### src/rtl/mem_arbiter.sv
// mem_arbiter: registered bridge from two caches' read/write miss channels onto one level-handshake memory port.
// Latency: grant one edge after req is sampled; master ack one edge after mem_ack is sampled.
// Backpressure: losing channels stay pending (req held, no ack) until granted; one memory access at a time.
module mem_arbiter #(
  parameter int WIDTH      = 32,
  parameter int ADDR_WIDTH = 32
) (
  input  logic                  clk,
  input  logic                  reset,
  input  logic                  m0_read_req,
  input  logic [ADDR_WIDTH-1:0] m0_read_addr,
  output logic [WIDTH-1:0]      m0_read_data,
  output logic                  m0_read_ack,
  input  logic                  m0_write_req,
  input  logic [ADDR_WIDTH-1:0] m0_write_addr,
  input  logic [WIDTH-1:0]      m0_write_data,
  output logic                  m0_write_ack,
  input  logic                  m1_read_req,
  input  logic [ADDR_WIDTH-1:0] m1_read_addr,
  output logic [WIDTH-1:0]      m1_read_data,
  output logic                  m1_read_ack,
  input  logic                  m1_write_req,
  input  logic [ADDR_WIDTH-1:0] m1_write_addr,
  input  logic [WIDTH-1:0]      m1_write_data,
  output logic                  m1_write_ack,
  output logic                  mem_enable,
  output logic                  mem_read_write,
  output logic [ADDR_WIDTH-1:0] mem_addr,
  output logic [WIDTH-1:0]      mem_data_in,
  output logic [WIDTH/8-1:0]    mem_byte_enable,
  input  logic [WIDTH-1:0]      mem_data_out,
  input  logic                  mem_ack
);

  typedef enum logic [1:0] {IDLE, BUSY, DONE} state_t;

  state_t                state;
  logic                  last;
  logic                  g_master;
  logic                  g_write;
  logic                  req0;
  logic                  req1;
  logic                  pick;
  logic                  pick_write;
  logic [ADDR_WIDTH-1:0] pick_addr;
  logic [WIDTH-1:0]      pick_data;
  logic                  granted_req;

  assign mem_byte_enable = '1;

  // Round-robin between masters; inside a master the write-back goes first.
  always_comb begin
    req0       = m0_read_req | m0_write_req;
    req1       = m1_read_req | m1_write_req;
    pick       = (req0 && req1) ? ~last : req1;
    pick_write = pick ? m1_write_req : m0_write_req;
    pick_data  = pick ? m1_write_data : m0_write_data;
    if (pick)
      pick_addr = m1_write_req ? m1_write_addr : m1_read_addr;
    else
      pick_addr = m0_write_req ? m0_write_addr : m0_read_addr;
  end

  always_comb begin
    case ({g_master, g_write})
      2'b00:   granted_req = m0_read_req;
      2'b01:   granted_req = m0_write_req;
      2'b10:   granted_req = m1_read_req;
      default: granted_req = m1_write_req;
    endcase
  end

  always_ff @(posedge clk) begin
    if (reset) begin
      state          <= IDLE;
      last           <= 1'b1;
      g_master       <= 1'b0;
      g_write        <= 1'b0;
      mem_enable     <= 1'b0;
      mem_read_write <= 1'b0;
      mem_addr       <= '0;
      mem_data_in    <= '0;
      m0_read_data   <= '0;
      m1_read_data   <= '0;
      m0_read_ack    <= 1'b0;
      m0_write_ack   <= 1'b0;
      m1_read_ack    <= 1'b0;
      m1_write_ack   <= 1'b0;
    end else begin
      case (state)
        IDLE: begin
          if (req0 || req1) begin
            state          <= BUSY;
            g_master       <= pick;
            g_write        <= pick_write;
            last           <= pick;
            mem_enable     <= 1'b1;
            mem_read_write <= ~pick_write;
            mem_addr       <= pick_addr;
            if (pick_write)
              mem_data_in <= pick_data;
          end
        end
        BUSY: begin
          if (mem_ack) begin
            state      <= DONE;
            mem_enable <= 1'b0;
            case ({g_master, g_write})
              2'b00: begin
                m0_read_ack  <= 1'b1;
                m0_read_data <= mem_data_out;
              end
              2'b01: m0_write_ack <= 1'b1;
              2'b10: begin
                m1_read_ack  <= 1'b1;
                m1_read_data <= mem_data_out;
              end
              default: m1_write_ack <= 1'b1;
            endcase
          end
        end
        DONE: begin
          // Hold the ack until both the master and the memory have let go.
          if (!granted_req && !mem_ack) begin
            state        <= IDLE;
            m0_read_ack  <= 1'b0;
            m0_write_ack <= 1'b0;
            m1_read_ack  <= 1'b0;
            m1_write_ack <= 1'b0;
          end
        end
        default: state <= IDLE;
      endcase
    end
  end

endmodule

### config.mk
export PLATFORM = sky130hd
export DESIGN_NAME = mem_arbiter
export DESIGN_NICKNAME = d
export VERILOG_FILES = /design/src/rtl/mem_arbiter.sv
export SDC_FILE = /design/constraint.sdc
export NUM_CORES = 1
export LEC_CHECK = 0
export BUFFER_PORTS_ARGS = -buffer_cell sky130_fd_sc_hd__buf_2
export CAP_MARGIN = 20
export CORE_AREA = 2 2 145 147
export CTS_CLUSTER_DIAMETER = 200
export DETAILED_ROUTE_END_ITERATION = 8
export DIE_AREA = 0 0 147 149
export PLACE_DENSITY_LB_ADDON = 0.1
export SYNTH_ARGS = -nofsm -noshare
export SYNTH_HDL_FRONTEND = slang
export SYNTH_SLANG_ARGS = --single-unit
### constraint.sdc
create_clock -name clk -period 4.42 [get_ports clk]
set_input_delay 1.326 -clock clk [delete_from_list [all_inputs] [get_ports clk]]
set_output_delay 1.326 -clock clk [all_outputs]
set_load 0.02 [all_outputs]
==> flow_summary.yaml <==
clocking:
  root_buffer: "clkbuf_16"
  cts_setup_buffers: 0
  cts_buffer_depth: 2
  clk_pin_slew_ns: 0.06
  hold_buffers: 0
  htree_levels: 4
  cts_resized: 0
  cts_tree: "yes"
  cts_buffers: 17
  cts.sinks: 139
  insertion_delay_ns: 0.41
timing:
  maxSlewViolCount: 0
  max_freq_ghz: 0.388
  hold_violations: 0
  setup_tns_ns: 0
  setup_viol: 0
  slew-limit-headroom: 0.561
  rsz0062_at_grt: "false"
  worst_slew_pin_slew_ns: 0.659
  finClkSkew_ns: 0.00967
  timing.final.crit_share: 0.583
  finalCriticalPeriod_ns: 2.58
  hold_ws_ns: 0.448
yosys:
  synth_warnings: 0
  synth_area_sq_um: 6360
  ys_types: 34
  synth-seq-area-share: 0.437
  syn_area_per_cell_sq_um: 9.13
  ys_ff_latch: 139
  synthCells: 697
floorplan:
  dieArea_sq_um: 21900
  io_pins: 369
  die_h_microns: 149
  row_count: 53
  core_area_sq_um: 20600
  fp.dieW_microns: 147
  initial_utilization: 0.310
critical_path:
  critPathMaxFanout: 34
  critPathKind: "input pin to flip-flop"
  end_kind: "flip-flop"
  crit_chain: "buf_2, a21boi_1, a2bb2oi_2, buf_4, and2_1, buf_4, a211oi_1"
  crit_buf_inv: 3
  max_stage_delay_ns: 0.34
  cp_slowest_cell: "buf_4"
  critPathTopFamily: "buffers and inverters"
  critPathRequiredTime_ns: 4.69
  reg2reg_slack_ns: 2.62
  cp_common_cell: "buf_4"
  arrival_ns: 2.85
  r2r_start: "last"
  startpoint: "m1_write_req"
  startpoint_type: "input pin"
status:
  outcome: "complete, no violations"
worst_hold_path:
  hp-start: "m1_read_data[16]"
  hold_class: "flip-flop to flip-flop"
finish:
  nFillCells: 2153
  diodes: 0
  final_nets: 1261
  fin_util: 0.435
  postLayoutCellArea_sq_um: 8950
  drive_gt1_frac: 0.430
  area_growth_pct: 40.6
  layout.cells.non_filler: 1318
global_routing:
  grt_pass1_vias: 5832
  grt-ovfl-total: 0
  grt_max_degree: 137
  grt_usage: 0.180
  grt_pass1_wl_microns: 31100
  antenna_found_initial: 0
pwr:
  p_leak_uw: 0.00419
  powerDensity_nw_per_um2: 417
  p_comb_frac: 0.214
  power_switching_uw: 1090
  swShare: 0.292
  pwr-share-clk: 0.405
  cell_internal_pwr_uw: 2640
  p_seq_frac: 0.381
  irDropWorstVdd_v: 0.000219
routing:
  drt_iter0_drc: 139
  routedWlPerCell_microns: 15.3
  antenna_left: 0
  drc: 0
  viasPerCell: 4.63
  routed_wl_microns: 20200
  drt_pass1_iterations: 4
  vias: 6107
flow_run:
  maxCapViolations: 0
placed_design:
  dp.cells: 1286
  gp_congestion: 0.770
  dpl_cell_area_sq_um: 8320
  dp_hpwl_microns: 14600
  portBuffers: 364
## sequential cells by signal, summed over array words and instances (netlist names)
name / flops
g_master: 1
g_write: 1
last: 1
m0_read_ack: 1
m0_read_data: 32
m0_write_ack: 1
m1_read_ack: 1
m1_read_data: 32
m1_write_ack: 1
mem_addr: 32
mem_data_in: 32
mem_enable: 1
mem_read_write: 1
state: 2
## worst register-to-register path, cell delays in order, from the launching register on
cell and delay (ns):
dfxtp_1 0.34, a21boi_1 0.16, a2bb2oi_2 0.14, buf_4 0.34
and2_1 0.19, buf_4 0.34, a211oi_1 0.14
## per-stage QoR
| stage | total power (uW) | setup WS (ns) |
|---|---|---|
| detailed placement | 2260 | 1.41 |
| finish | 3730 | 1.84 |
| global placement | 2260 | 1.42 |
| floorplan | 1960 | 1.78 |
| global route | 3920 | 1.73 |
| CTS | 3800 | 1.86 |
## cell families after synthesis
logic type | after synthesis | synth area share
other | 1 | 0.000589
AO/OA/AOI/OAI | 176 | 0.158
buffers and inverters | 66 | 0.0550
AND/OR/NAND/NOR | 186 | 0.138
flip-flops | 139 | 0.437
multiplexers | 129 | 0.211
## cell type report
type                            instances  area [sq um]  share of cell area
Clock buffer                           20           437              0.0488
Tap cell                              275           344              0.0384
Clock inverter                         12           189              0.0211
Sequential cell                       139          2780               0.311
Timing Repair Buffer                  377          1930               0.216
Multi-Input combinational cell        495          3260               0.365
## Yosys cell counts
| library cell | n | area, sq um |
|---|---|---|
| a211o_1 | 1 | 8.76 |
| a211oi_1 | 32 | 240 |
| a211oi_4 | 1 | 20.0 |
| a21boi_1 | 1 | 7.51 |
| a21oi_1 | 102 | 510 |
| a2bb2oi_2 | 1 | 15.0 |
| and2_1 | 1 | 6.26 |
| buf_1 | 2 | 7.51 |
| buf_2 | 28 | 140 |
| buf_4 | 12 | 90.1 |
| buf_6 | 3 | 33.8 |
| clkbuf_1 | 21 | 78.8 |
| conb_1 | 1 | 3.75 |
| dfxtp_1 | 139 | 2780 |
| mux2_2 | 32 | 360 |
| mux2i_1 | 96 | 961 |
| mux4_2 | 1 | 22.5 |
| nand2_1 | 135 | 507 |
| nand2b_2 | 1 | 8.76 |
| nand3b_1 | 33 | 248 |
| nand3b_2 | 1 | 11.3 |
| nor2_1 | 6 | 22.5 |
| nor2_4 | 1 | 11.3 |
| nor2b_1 | 1 | 6.26 |
| nor3_1 | 1 | 5.00 |
| nor3_2 | 1 | 10.0 |
| nor3b_1 | 1 | 7.51 |
| nor3b_2 | 1 | 12.5 |
| o21a_1 | 5 | 37.5 |
| o21ai_0 | 23 | 115 |
| o21ai_1 | 10 | 50.1 |
| or3_1 | 1 | 6.26 |
| or3b_1 | 1 | 8.76 |
| or3b_2 | 1 | 8.76 |
## cell usage in the layout, fill, tap and decap left out, drive strengths merged, types with 4 or more instances in the layout
master | Yosys | routed
nand2 | 135 | 135
a211oi | 33 | 33
nor2 | 7 | 7
o21ai | 33 | 33
clkinv | 0 | 5
a21oi | 102 | 102
mux2i | 96 | 96
buf | 45 | 377
clkbuf | 21 | 20
nand3b | 34 | 34
bufinv | 0 | 4
mux2 | 32 | 32
conb | 1 | 4
o21a | 5 | 5
dfxtp | 139 | 139
## routing by layer
| metal | wire length (microns) | track usage |
|---|---|---|
| met5 | 0 | 0 |
| met4 | 376 | 0.0625 |
| met3 | 1500 | 0.0569 |
| met2 | 9590 | 0.300 |
| met1 | 8700 | 0.220 |
## power groups by stage
stage	logic (uW)	clock network [uW]	registers, uW
global placement	814	0	1450
global route	871	1610	1440
CTS	814	1560	1420
finish	799	1510	1420
floorplan	390	0	1570
detailed placement	813	0	1450
## final timing paths
check,depth (start not counted),to
hold reg to reg,2,m1_read_data[16]
hold / removal,2,m1_read_data[16]
setup reg to reg,6,mem_data_in[14]
setup / recovery,7,mem_data_in[14]
No activity file was read; power rests on OpenSTA's default activity.
